===== src/rtl/mem_bus_stall_master_if.sv =====
// Wishbone classic bus bundle between the MEM-stage load/store master and its slave.
// Signal names keep the master's point of view (_o driven by master, _i driven by slave).
interface mem_bus_stall_master_if #(
  parameter int unsigned ADDR_W = 32,
  parameter int unsigned DATA_W = 32
);
  localparam int unsigned SEL_W = DATA_W / 8;

  logic              wb_cyc_o;
  logic              wb_stb_o;
  logic              wb_we_o;
  logic [ADDR_W-1:0] wb_adr_o;
  logic [DATA_W-1:0] wb_dat_o;
  logic [SEL_W-1:0]  wb_sel_o;
  logic [DATA_W-1:0] wb_dat_i;
  logic              wb_ack_i;
  logic              wb_err_i;

  modport master (
    output wb_cyc_o, wb_stb_o, wb_we_o, wb_adr_o, wb_dat_o, wb_sel_o,
    input  wb_dat_i, wb_ack_i, wb_err_i
  );

  modport slave (
    input  wb_cyc_o, wb_stb_o, wb_we_o, wb_adr_o, wb_dat_o, wb_sel_o,
    output wb_dat_i, wb_ack_i, wb_err_i
  );
endinterface


===== src/rtl/mem_bus_stall_master.sv =====
// MEM-stage load/store bus master: turns a one-cycle request into a Wishbone classic
// cycle and holds the pipeline stalled until it completes. Optional abort counter: MEM_TIMEOUT_EN.
module mem_bus_stall_master #(
  parameter int unsigned ADDR_W  = 32,
  parameter int unsigned DATA_W  = 32,
  parameter int unsigned TIMEOUT = 255
) (
  input  logic                  clk,
  input  logic                  rst,
  input  logic                  mem_req_i,
  input  logic                  mem_we_i,
  input  logic [ADDR_W-1:0]     mem_addr_i,
  input  logic [DATA_W-1:0]     mem_wdata_i,
  input  logic [DATA_W/8-1:0]   mem_sel_i,
  output logic                  stallreq_o,
  output logic [DATA_W-1:0]     rdata_o,
  output logic                  rdata_valid_o,
  output logic                  access_fault_o,
  mem_bus_stall_master_if.master wb
);

  localparam int unsigned SEL_W = DATA_W / 8;

  localparam logic [1:0] ST_IDLE = 2'd0;
  localparam logic [1:0] ST_BUS  = 2'd1;
  localparam logic [1:0] ST_DONE = 2'd2;

  logic [1:0]        state, state_nxt;
  logic              cyc_nxt, stb_nxt, we_nxt;
  logic [ADDR_W-1:0] adr_nxt;
  logic [DATA_W-1:0] dat_nxt;
  logic [SEL_W-1:0]  sel_nxt;
  logic [DATA_W-1:0] rdata_nxt;
  logic              valid_nxt, fault_nxt;
  logic              timeout_hit;

`ifdef MEM_TIMEOUT_EN
  localparam int unsigned CNT_W = (TIMEOUT < 2) ? 1 : $clog2(TIMEOUT + 1);

  logic [CNT_W-1:0] cnt, cnt_nxt;

  // Counts BUS cycles that ended without ack/err; the TIMEOUT-th such cycle aborts.
  assign timeout_hit = (cnt == CNT_W'(TIMEOUT - 1));
`else
  // No abort path in this build; the parameter only matters with the counter enabled.
  assign timeout_hit = (TIMEOUT == 32'd0) & 1'b0;
`endif

  // Freeze the pipeline in the very cycle a request shows up, and throughout the bus cycle.
  assign stallreq_o = ((state == ST_IDLE) && mem_req_i) || (state == ST_BUS);

  // Next-state and next registered-output logic.
  always_comb begin
    state_nxt = state;
    cyc_nxt   = wb.wb_cyc_o;
    stb_nxt   = wb.wb_stb_o;
    we_nxt    = wb.wb_we_o;
    adr_nxt   = wb.wb_adr_o;
    dat_nxt   = wb.wb_dat_o;
    sel_nxt   = wb.wb_sel_o;
    rdata_nxt = rdata_o;
    valid_nxt = 1'b0;
    fault_nxt = 1'b0;
`ifdef MEM_TIMEOUT_EN
    cnt_nxt   = cnt;
`endif

    case (state)
      ST_IDLE: begin
        if (mem_req_i) begin
          cyc_nxt   = 1'b1;
          stb_nxt   = 1'b1;
          we_nxt    = mem_we_i;
          adr_nxt   = mem_addr_i;
          dat_nxt   = mem_wdata_i;
          sel_nxt   = mem_sel_i;
          state_nxt = ST_BUS;
`ifdef MEM_TIMEOUT_EN
          cnt_nxt   = '0;
`endif
        end
      end

      ST_BUS: begin
        // Error wins over a simultaneous ack; timeout behaves exactly like an error.
        if (wb.wb_err_i || (!wb.wb_ack_i && timeout_hit)) begin
          cyc_nxt   = 1'b0;
          stb_nxt   = 1'b0;
          valid_nxt = 1'b1;
          fault_nxt = 1'b1;
          state_nxt = ST_DONE;
        end else if (wb.wb_ack_i) begin
          cyc_nxt   = 1'b0;
          stb_nxt   = 1'b0;
          valid_nxt = 1'b1;
          if (!wb.wb_we_o) begin
            rdata_nxt = wb.wb_dat_i;
          end
          state_nxt = ST_DONE;
        end else begin
`ifdef MEM_TIMEOUT_EN
          cnt_nxt = cnt + CNT_W'(1);
`endif
        end
      end

      // One release cycle; the still-present request belongs to the departing instruction.
      ST_DONE: begin
        state_nxt = ST_IDLE;
      end

      default: begin
        cyc_nxt   = 1'b0;
        stb_nxt   = 1'b0;
        state_nxt = ST_IDLE;
      end
    endcase
  end

  // State and registered outputs.
  always_ff @(posedge clk or negedge rst) begin
    if (!rst) begin
      state          <= ST_IDLE;
      wb.wb_cyc_o    <= 1'b0;
      wb.wb_stb_o    <= 1'b0;
      wb.wb_we_o     <= 1'b0;
      wb.wb_adr_o    <= '0;
      wb.wb_dat_o    <= '0;
      wb.wb_sel_o    <= '0;
      rdata_o        <= '0;
      rdata_valid_o  <= 1'b0;
      access_fault_o <= 1'b0;
    end else begin
      state          <= state_nxt;
      wb.wb_cyc_o    <= cyc_nxt;
      wb.wb_stb_o    <= stb_nxt;
      wb.wb_we_o     <= we_nxt;
      wb.wb_adr_o    <= adr_nxt;
      wb.wb_dat_o    <= dat_nxt;
      wb.wb_sel_o    <= sel_nxt;
      rdata_o        <= rdata_nxt;
      rdata_valid_o  <= valid_nxt;
      access_fault_o <= fault_nxt;
    end
  end

`ifdef MEM_TIMEOUT_EN
  always_ff @(posedge clk or negedge rst) begin
    if (!rst) begin
      cnt <= '0;
    end else begin
      cnt <= cnt_nxt;
    end
  end
`endif

endmodule


===== src/flat_wrapper.sv =====
// flat-port wrapper written by rule: the top's interface ports become plain ports
module mem_bus_stall_master_flat 
#(
  parameter int unsigned ADDR_W  = 32,
  parameter int unsigned DATA_W  = 32,
  parameter int unsigned TIMEOUT = 255
)
  (clk, rst, mem_req_i, mem_we_i, mem_addr_i, mem_wdata_i, mem_sel_i, stallreq_o, rdata_o, rdata_valid_o, access_fault_o, wb_wb_cyc_o, wb_wb_stb_o, wb_wb_we_o, wb_wb_adr_o, wb_wb_dat_o, wb_wb_sel_o, wb_wb_dat_i, wb_wb_ack_i, wb_wb_err_i);
  mem_bus_stall_master_if #(.ADDR_W(ADDR_W), .DATA_W(DATA_W)) wb_i ();
  input  logic clk;
  input  logic rst;
  input  logic mem_req_i;
  input  logic mem_we_i;
  input  logic [ADDR_W-1:0] mem_addr_i;
  input  logic [DATA_W-1:0] mem_wdata_i;
  input  logic [DATA_W/8-1:0] mem_sel_i;
  output logic stallreq_o;
  output logic [DATA_W-1:0] rdata_o;
  output logic rdata_valid_o;
  output logic access_fault_o;
  output wire logic [$bits(wb_i.wb_cyc_o)-1:0] wb_wb_cyc_o;
  output wire logic [$bits(wb_i.wb_stb_o)-1:0] wb_wb_stb_o;
  output wire logic [$bits(wb_i.wb_we_o)-1:0] wb_wb_we_o;
  output wire logic [$bits(wb_i.wb_adr_o)-1:0] wb_wb_adr_o;
  output wire logic [$bits(wb_i.wb_dat_o)-1:0] wb_wb_dat_o;
  output wire logic [$bits(wb_i.wb_sel_o)-1:0] wb_wb_sel_o;
  input wire logic [$bits(wb_i.wb_dat_i)-1:0] wb_wb_dat_i;
  input wire logic [$bits(wb_i.wb_ack_i)-1:0] wb_wb_ack_i;
  input wire logic [$bits(wb_i.wb_err_i)-1:0] wb_wb_err_i;
  assign wb_wb_cyc_o = wb_i.wb_cyc_o;
  assign wb_wb_stb_o = wb_i.wb_stb_o;
  assign wb_wb_we_o = wb_i.wb_we_o;
  assign wb_wb_adr_o = wb_i.wb_adr_o;
  assign wb_wb_dat_o = wb_i.wb_dat_o;
  assign wb_wb_sel_o = wb_i.wb_sel_o;
  assign wb_i.wb_dat_i = wb_wb_dat_i;
  assign wb_i.wb_ack_i = wb_wb_ack_i;
  assign wb_i.wb_err_i = wb_wb_err_i;
  mem_bus_stall_master #(.ADDR_W(ADDR_W), .DATA_W(DATA_W), .TIMEOUT(TIMEOUT)) u_core (.clk(clk), .rst(rst), .mem_req_i(mem_req_i), .mem_we_i(mem_we_i), .mem_addr_i(mem_addr_i), .mem_wdata_i(mem_wdata_i), .mem_sel_i(mem_sel_i), .stallreq_o(stallreq_o), .rdata_o(rdata_o), .rdata_valid_o(rdata_valid_o), .access_fault_o(access_fault_o), .wb(wb_i));
endmodule

===== config.mk =====
export PLATFORM = sky130hd
export DESIGN_NAME = mem_bus_stall_master_flat
export DESIGN_NICKNAME = d
export VERILOG_FILES = /design/src/rtl/mem_bus_stall_master_if.sv /design/src/rtl/mem_bus_stall_master.sv /design/src/flat_wrapper.sv
export SDC_FILE = /design/constraint.sdc
export NUM_CORES = 1
export LEC_CHECK = 0
export BUFFER_PORTS_ARGS = -buffer_cell sky130_fd_sc_hd__buf_2
export CORE_MARGIN = 4
export CORE_UTILIZATION = 45
export CTS_BUF_LIST = sky130_fd_sc_hd__clkbuf_8
export DETAILED_ROUTE_END_ITERATION = 10
export PLACE_DENSITY = 0.9
export SETUP_SLACK_MARGIN = 0.2
export SYNTH_ARGS = -nofsm -noshare
export SYNTH_HDL_FRONTEND = slang
export SYNTH_SLANG_ARGS = --single-unit
export TNS_END_PERCENT = 30

===== constraint.sdc =====
create_clock -name clk -period 1.8 [get_ports clk]
set_input_delay 0.27 -clock clk [delete_from_list [all_inputs] [get_ports clk]]
set_output_delay 0.27 -clock clk [all_outputs]
set_load 0.005 [all_outputs]

==> impl_results.md, run 1 <==
- Synth unique cells: 14
- Required @ worst endpoint: 2.02 ns
- Die width: 102 um
- Internal: 5290 uW
- Synth Register Bits: 106
- Cell area after synthesis: around 4000 sq um
- Clock tree buffer depth: 2
- TritonCTS Buffers: 9
- Slew of the pin with the lowest slew margin: approximately 0.46 ns
- Sum of negative setup slack: 0 ns
- Worst Path Buf+Inv: 1
- Startpoint types: flip-flop
- Final Net Count: 556
- Cells along the critical path: nand2b_4, nor4b_4, buf_12, mux2_2
- Synth Warn #: 0
- Delay of the slowest cell on the worst path: ~0.44 ns
- H-tree depth: 3
- Max-slew violation count: 0
- Clock Power Share: 21.1%
- WP depth: 4
- Die ar.: 10400 sq um
- Met1 Wirelength: 3.16 mm
- DPL Wire Length: just under 7 mm
- Commonest cells in the netlist: dfrtp_1, mux2_2, mux2_1
- Fraction of registers with async set/reset: 100%
- CTS tree: done
- Setup repair after global routing missed its margin: true
- Top Metal Used: met4
- Initial Util: between 40% and 50%
- Vias in the first global route: 2805
- Combinational Power Share: 29.8%
- Clk slew on worst S/H paths: ~0.1 ns
- Switching Share: between 20% and 30%
- Cell with the most instances after synthesis: dfrtp_1
- Core ar.: ~8600 sq um
- N_diodes: 0
- Row count: 34
- Vias: 2686
- Sequential fraction of design power: 49.1%
- Synth area leader: dfrtp_1
- Cell area power density: 1360 nW/um^2
- Met2 WL: 4.46 mm
- Final Wtd Congestion: between 0.7 and 0.8
- Worst slew margin: 69.2%
- CP Data Arrival Time: 1.86 ns
- Initial antenna violation count: 0
- Clock sink total: 106
- Static Leakage: 0.00270 uW
- Cells after Synth: 234
- Status: completed
- Die H: 102 um
- First-pass GRT wire length: 13.5 mm
- Detailed-route wire length: about 8.7 mm
- Avg Inst Size Synth: ~17 sq um
- Crit path time final: around 1.6 ns
- # fillers: 676
- EDFF count, synth: 0
- Post-CTS setup repair buffer count: 0
- Drt pass-1 iters: 2
- Peak supply drop: 638 uV
- Top FF cell, synth: dfrtp_1
- Seq/Total Area, Yosys: roughly 67%
- Vias per cell: 4.77
- Syn nets: 340
- CP max-delay cell: dfrtp_1
- Syn-to-layout area delta: 36.5%
- GRT Total Usage: between 15 and 20%
- # DRC: 0
- Synth top area cells: dfrtp_1, mux2_2, mux2_1, buf_2, buf_6
- Worst Setup Slack, final: 0.164 ns
- Hold Path Class: in2reg
- Critical path type: reg2reg
- Switch Pwr: 2070 uW
- Place WS: 0.146 ns
- Clk root buf: clkbuf_8
- Insertion delay to the later sink of the worst-skew pair: 0.36 ns
- Drt initial violations: 20
- Antenna-violating nets left: 0
- Fmax: 611 MHz
- Worst r2r path cells: 4
- Crit end category: flip-flop
- Met3 WL: 877 um
- Pin count of the biggest net entering global routing: 44
- R2r setup slk: 0.16 ns
- Worst Skew: 0.0170 ns
- Worst Hold Slack: 0.126 ns
- Largest delay share family, worst path: simple AND/OR/NAND/NOR gates
- Buffers on Ports: 211
- WL per Instance: 15.4 um
- I/O pins: 212
- Power, Total: 7360 uW
- Total grt overflow: 0
- Final Hold Viols: 0
- Hold depth: 2
- Share of cells above drive strength 1: a little under three quarters
- Max Cap Viol: 0
- CP Max Fanout: 32
- Period utilisation layout: 90.9%
- Setup violations, final: 0
- Top-area cell type share of the netlist area: 66.8%
==> state kept, by name, indices dropped and copies added (netlist names) <==
name and count:
u_core.wb.wb_sel_o 4, u_core.rdata_o 32, u_core.wb.wb_we_o 1, u_core.wb.wb_adr_o 32, u_core.access_fault_o 1, u_core.rdata_valid_o 1, u_core.state 2, u_core.wb.wb_dat_o 32
u_core.wb.wb_cyc_o 1
==> repair_timing <==
item | 4_1_cts | 5_1_grt
resized for setup | 1 | 2
setup endpoints to repair | 57 | 101
hold endpoints to repair | 32 | 0
hold buffers | 1 | 0
==> worst register-to-register path, cell delays in order, from the launching register on <==
cell and delay [ns]:
dfrtp_1 0.44, nand2b_4 0.19, nor4b_4 0.27, buf_12 0.24, mux2_2 0.37
==> power groups by stage <==
stage / Combinational [uW] / Sequential (uW) / Clock, uW
after CTS: 2250 / 3630 / 1600
after global routing: 2410 / 3730 / 1720
final: 2190 / 3620 / 1560
after detailed placement: 2240 / 3680 / 0
after global placement: 2160 / 3630 / 0
after floorplan: 931 / 3740 / 0
==> metal layers <==
| layer | GRT usage [%] | vias up |
|---|---|---|
| met1 | 19.0 | 1298 |
| met2 | 28.1 | 125 |
| met4 | 6.96 | 0 |
| met5 | 0 | - |
| met3 | 5.26 | 21 |
| li1 | - | 1242 |
==> layout by cell type, fill, tap and decap left out <==
cell | Yosys | layout
clkinv_4 | 0 | 1
nor2_1 | 6 | 6
mux2_2 | 91 | 91
dfrtp_1 | 106 | 106
nor4b_4 | 1 | 1
clkbuf_8 | 0 | 11
o22ai_1 | 1 | 1
buf_12 | 0 | 5
buf_4 | 1 | 1
o21a_1 | 1 | 1
buf_2 | 8 | 210
dlygate4sd3_1 | 0 | 1
inv_6 | 0 | 2
mux2_1 | 10 | 10
inv_8 | 0 | 1
a21oi_1 | 1 | 1
inv_1 | 2 | 2
nor2b_1 | 2 | 1
bufinv_16 | 0 | 1
nand2b_4 | 1 | 1
nor2b_4 | 0 | 1
==> metrics by stage <==
step	util (%)	cell area (sq um)	cells
after floorplan	-	3970	234
after global placement	60.0	5180	546
after detailed placement	60.0	5180	546
after CTS	62.6	5410	563
after global routing	62.7	5420	563
final	62.7	5420	563
==> cells by family (layout without fill, tap and decap cells) <==
family	Yosys count	after routing	synth area share (%)
AOI/OAI and AO/OA	3	3	0.473
buffers and inverters	14	235	2.24
DFF	106	106	66.8
muxes	101	101	28.6
and+or+nand+nor	10	10	1.83
==> worst paths after layout <==
kind	startpoint	endpoint
worst max-delay path	u_core.state[1]$_DFFE_PN0P_	u_core.rdata_o[19]$_DFFE_PN0P_
min in group asynchronous	rst	u_core.wb.wb_adr_o[22]$_DFFE_PN0P_
worst min-delay path	mem_sel_i[0]	u_core.wb.wb_sel_o[0]$_DFFE_PN0P_
worst min register to register	u_core.wb.wb_dat_o[25]$_DFFE_PN0P_	u_core.wb.wb_dat_o[25]$_DFFE_PN0P_
worst max register to register	u_core.state[1]$_DFFE_PN0P_	u_core.rdata_o[19]$_DFFE_PN0P_
max in group asynchronous	rst	u_core.rdata_o[7]$_DFFE_PN0P_
==> layout make-up <==
| cell class | instances | area, sq um | share of cell area (%) |
|---|---|---|---|
| tap | 108 | 135 | 2.49 |
| sequential | 106 | 2650 | 48.9 |
| inverter | 2 | 7.51 | 0.139 |
| multi-input combinational | 114 | 1240 | 22.8 |
| clock inverter | 5 | 67.6 | 1.25 |
| timing repair buffer | 217 | 1170 | 21.6 |
| clock buffer | 11 | 151 | 2.79 |
No activity file was read; power rests on OpenSTA's default activity.
==> run 2: changes to the inputs <==
Settings changed: CORE_UTILIZATION 45 to 42, PLACE_DENSITY 0.9 to 0.89.
Clock period 1.8 ns to 1.4 ns, I/O delays scaled along.
==> run 2 against run 1 <==
Net effect:
- the run now ends with setup timing left
- global-route usage up 0.64 points
- clock skew down 0.0059 ns
- setup slack worse by 0.34 ns
- non-clock buffer count up 15
- routed wire length up 15%
- design area up 8.6%
- first-iteration DRC count rose to 5.5 times the previous value
- sequential cell count unchanged
- critical endpoint is now u_core.rdata_o[24]$_DFFE_PN0P_
- highest routed layer unchanged
==> impl_results.md, run 2 (same netlist as run 1, synthesis figures left out) <==
- Fmax: 636 MHz (+4.1%)
- Static Leakage: 0.00301 uW (+12%)
- Vias in the first global route: 3084 (+9.9%)
- Worst Skew: 0.0111 ns (-0.00592 ns)
- Die ar.: 11100 sq um (+6.6%)
- Critical path type: reg2reg
- Syn-to-layout area delta: 48.2%
- N_diodes: 0 (unchanged)
- Initial antenna violation count: 0 (unchanged)
- Vias: 2837 (+5.6%)
- Max Cap Viol: 0 (unchanged)
- GRT Total Usage: 17.0% (+0.64 points)
- TritonCTS Buffers: 9 (unchanged)
- Peak supply drop: 712 uV (+11%)
- Setup repair after global routing missed its margin: true
- Insertion delay to the later sink of the worst-skew pair: 0.35 ns (about the same)
- Status: complete, but fails checks
- Required @ worst endpoint: 1.63 ns (-0.39 ns)
- Fin util: 63.7% (+0.93 points)
- Cells after DPL: 571 (+4.6%)
- Vias per cell: 4.75 (-0.39%)
- R2r setup slk: -0.17 ns (-0.34 ns)
- Period utilisation layout: 112% (+21 points)
- Failing checks: setup timing
- Commonest non-fill, non-tap cell in the layout: buf_2
- Clk slew on worst S/H paths: 0.10 ns (about the same)
- H-tree depth: 3 (unchanged)
- CTS tree: done
- Setup violations, final: 102 (+102)
- Final Hold Viols: 0 (unchanged)
- Detailed-route wire length: 10.0 mm (+15%)
- Cell area power density: 1720 nW/um^2 (+26%)
- Total grt overflow: 0 (unchanged)
- Core ar.: 9240 sq um (+7.0%)
- Buffers on Ports: 211 (unchanged)
- Clk root buf: clkbuf_8
- CP Max Fanout: 8 (-75%)
- Worst Setup Slack, final: -0.171 ns (-0.336 ns)
- Share of cells above drive strength 1: 73.3% (+1.6 points)
- Drt initial violations: 110 (+450%)
- Non-Filler Instances: 597 (+6.0%)
- # fillers: 678 (+0.30%)
- First-pass GRT wire length: 15.2 mm (+13%)
- Crit end category: flip-flop
- Die width: 105 um (+3.2%)
- Commonest non-fill, non-tap cells in the layout: buf_2, dfrtp_1, mux2_4, mux2_2, clkbuf_8
- Sum of negative setup slack: -10.96 ns (-10.96 ns)
- Slew of the pin with the lowest slew margin: 0.548 ns (+0.0868 ns)
- Crit path time final: 1.57 ns (-0.0644 ns)
- # DRC: 0 (unchanged)
- I/O pins: 212 (unchanged)
- DPL Wire Length: 6.63 mm (-3.8%)
- Clock tree buffer depth: 2 (unchanged)
- Die H: 105 um (+3.2%)
- Pin count of the biggest net entering global routing: 107 (+140%)
- Worst slew margin: 63.5% (-5.8 points)
- Worst Hold Slack: 0.0671 ns (-0.0587 ns)
- Max-slew violation count: 0 (unchanged)
- Final Wtd Congestion: 0.700 (-3.2%)
- Final Net Count: 571 (+2.7%)
- Initial Util: 43.0% (-3.0 points)
- Clock sink total: 106 (unchanged)
- Hold Path Class: in2reg
- Startpoint types: flip-flop
- Power, Total: 10100 uW (+37%)
- CP Data Arrival Time: 1.80 ns (-0.06 ns)
- Biggest regs: u_core.rdata_o x32, u_core.wb.wb_adr_o x32, u_core.wb.wb_dat_o x32
- Drt pass-1 iters: 4 (+2)
- Row count: 35 (+2.9%)
- Antenna-violating nets left: 0 (unchanged)
- WL per Instance: 16.8 um (+8.7%)
run 2: per-stage QoR:
stage / setup slack [ns] / instance area (sq um)
2_1_floorplan: -0.143 / 3970
3_3_place_gp: -0.157 / 5230
5_1_grt: -0.235 / 5880
3_5_place_dp: -0.203 / 5230
6_report: -0.171 / 5880
4_1_cts: -0.152 / 5640
run 2: final cells by class:
class | instances | area, sq um | area share [%]
sequential | 106 | 2650 | 45.1
multi-input combinational | 114 | 1490 | 25.4
timing repair buffer | 232 | 1380 | 23.4
tap | 129 | 161 | 2.74
clock buffer | 10 | 138 | 2.34
clock inverter | 4 | 53.8 | 0.914
inverter | 2 | 7.51 | 0.128
run 2: worst max-delay path, stage by stage (launching register included):
cell	delay [ns]
dfrtp_1	0.40
buf_6	0.12
nand2b_4	0.06
nor4b_4	0.22
buf_6	0.18
clkbuf_16	0.18
mux2_4	0.30
run 2: final timing paths:
| kind | from | end | cells past startpoint |
|---|---|---|---|
| max | u_core.state[0]$_DFFE_PN0P_ | u_core.rdata_o[24]$_DFFE_PN0P_ | 6 |
| min | mem_sel_i[1] | u_core.wb.wb_sel_o[1]$_DFFE_PN0P_ | 2 |
| max reg2reg | u_core.state[0]$_DFFE_PN0P_ | u_core.rdata_o[24]$_DFFE_PN0P_ | 6 |
| min reg2reg | u_core.wb.wb_sel_o[1]$_DFFE_PN0P_ | u_core.wb.wb_sel_o[1]$_DFFE_PN0P_ | 1 |
| max in group asynchronous | rst | u_core.rdata_o[31]$_DFFE_PN0P_ | 3 |
| min in group asynchronous | rst | u_core.wb.wb_dat_o[24]$_DFFE_PN0P_ | 3 |
run 2: report_power, final:
group          switching [uW]  internal, uW
Sequential                581          4130
Combinational            1250          2310
Clock                     966           860
Total                    2800          7300
run 2: repair_timing:
item	CTS	global route
hold buffers	1	0
buffers inserted	4	2
pin swaps	0	0
gates cloned	2	3
setup endpoints to repair	104	104
endpoints found under the hold margin	106	0
gates resized for setup	32	46
run 2: metal layers:
layer / global-route usage, % / up-vias / share of wire (%)
met1: 20.5 / 1426 / 41
met4: 6.56 / 0 / 1.9
met5: 0 / - / 0
met3: 3.80 / 15 / 6.5
li1: - / 1270 / -
met2: 29.8 / 126 / 51
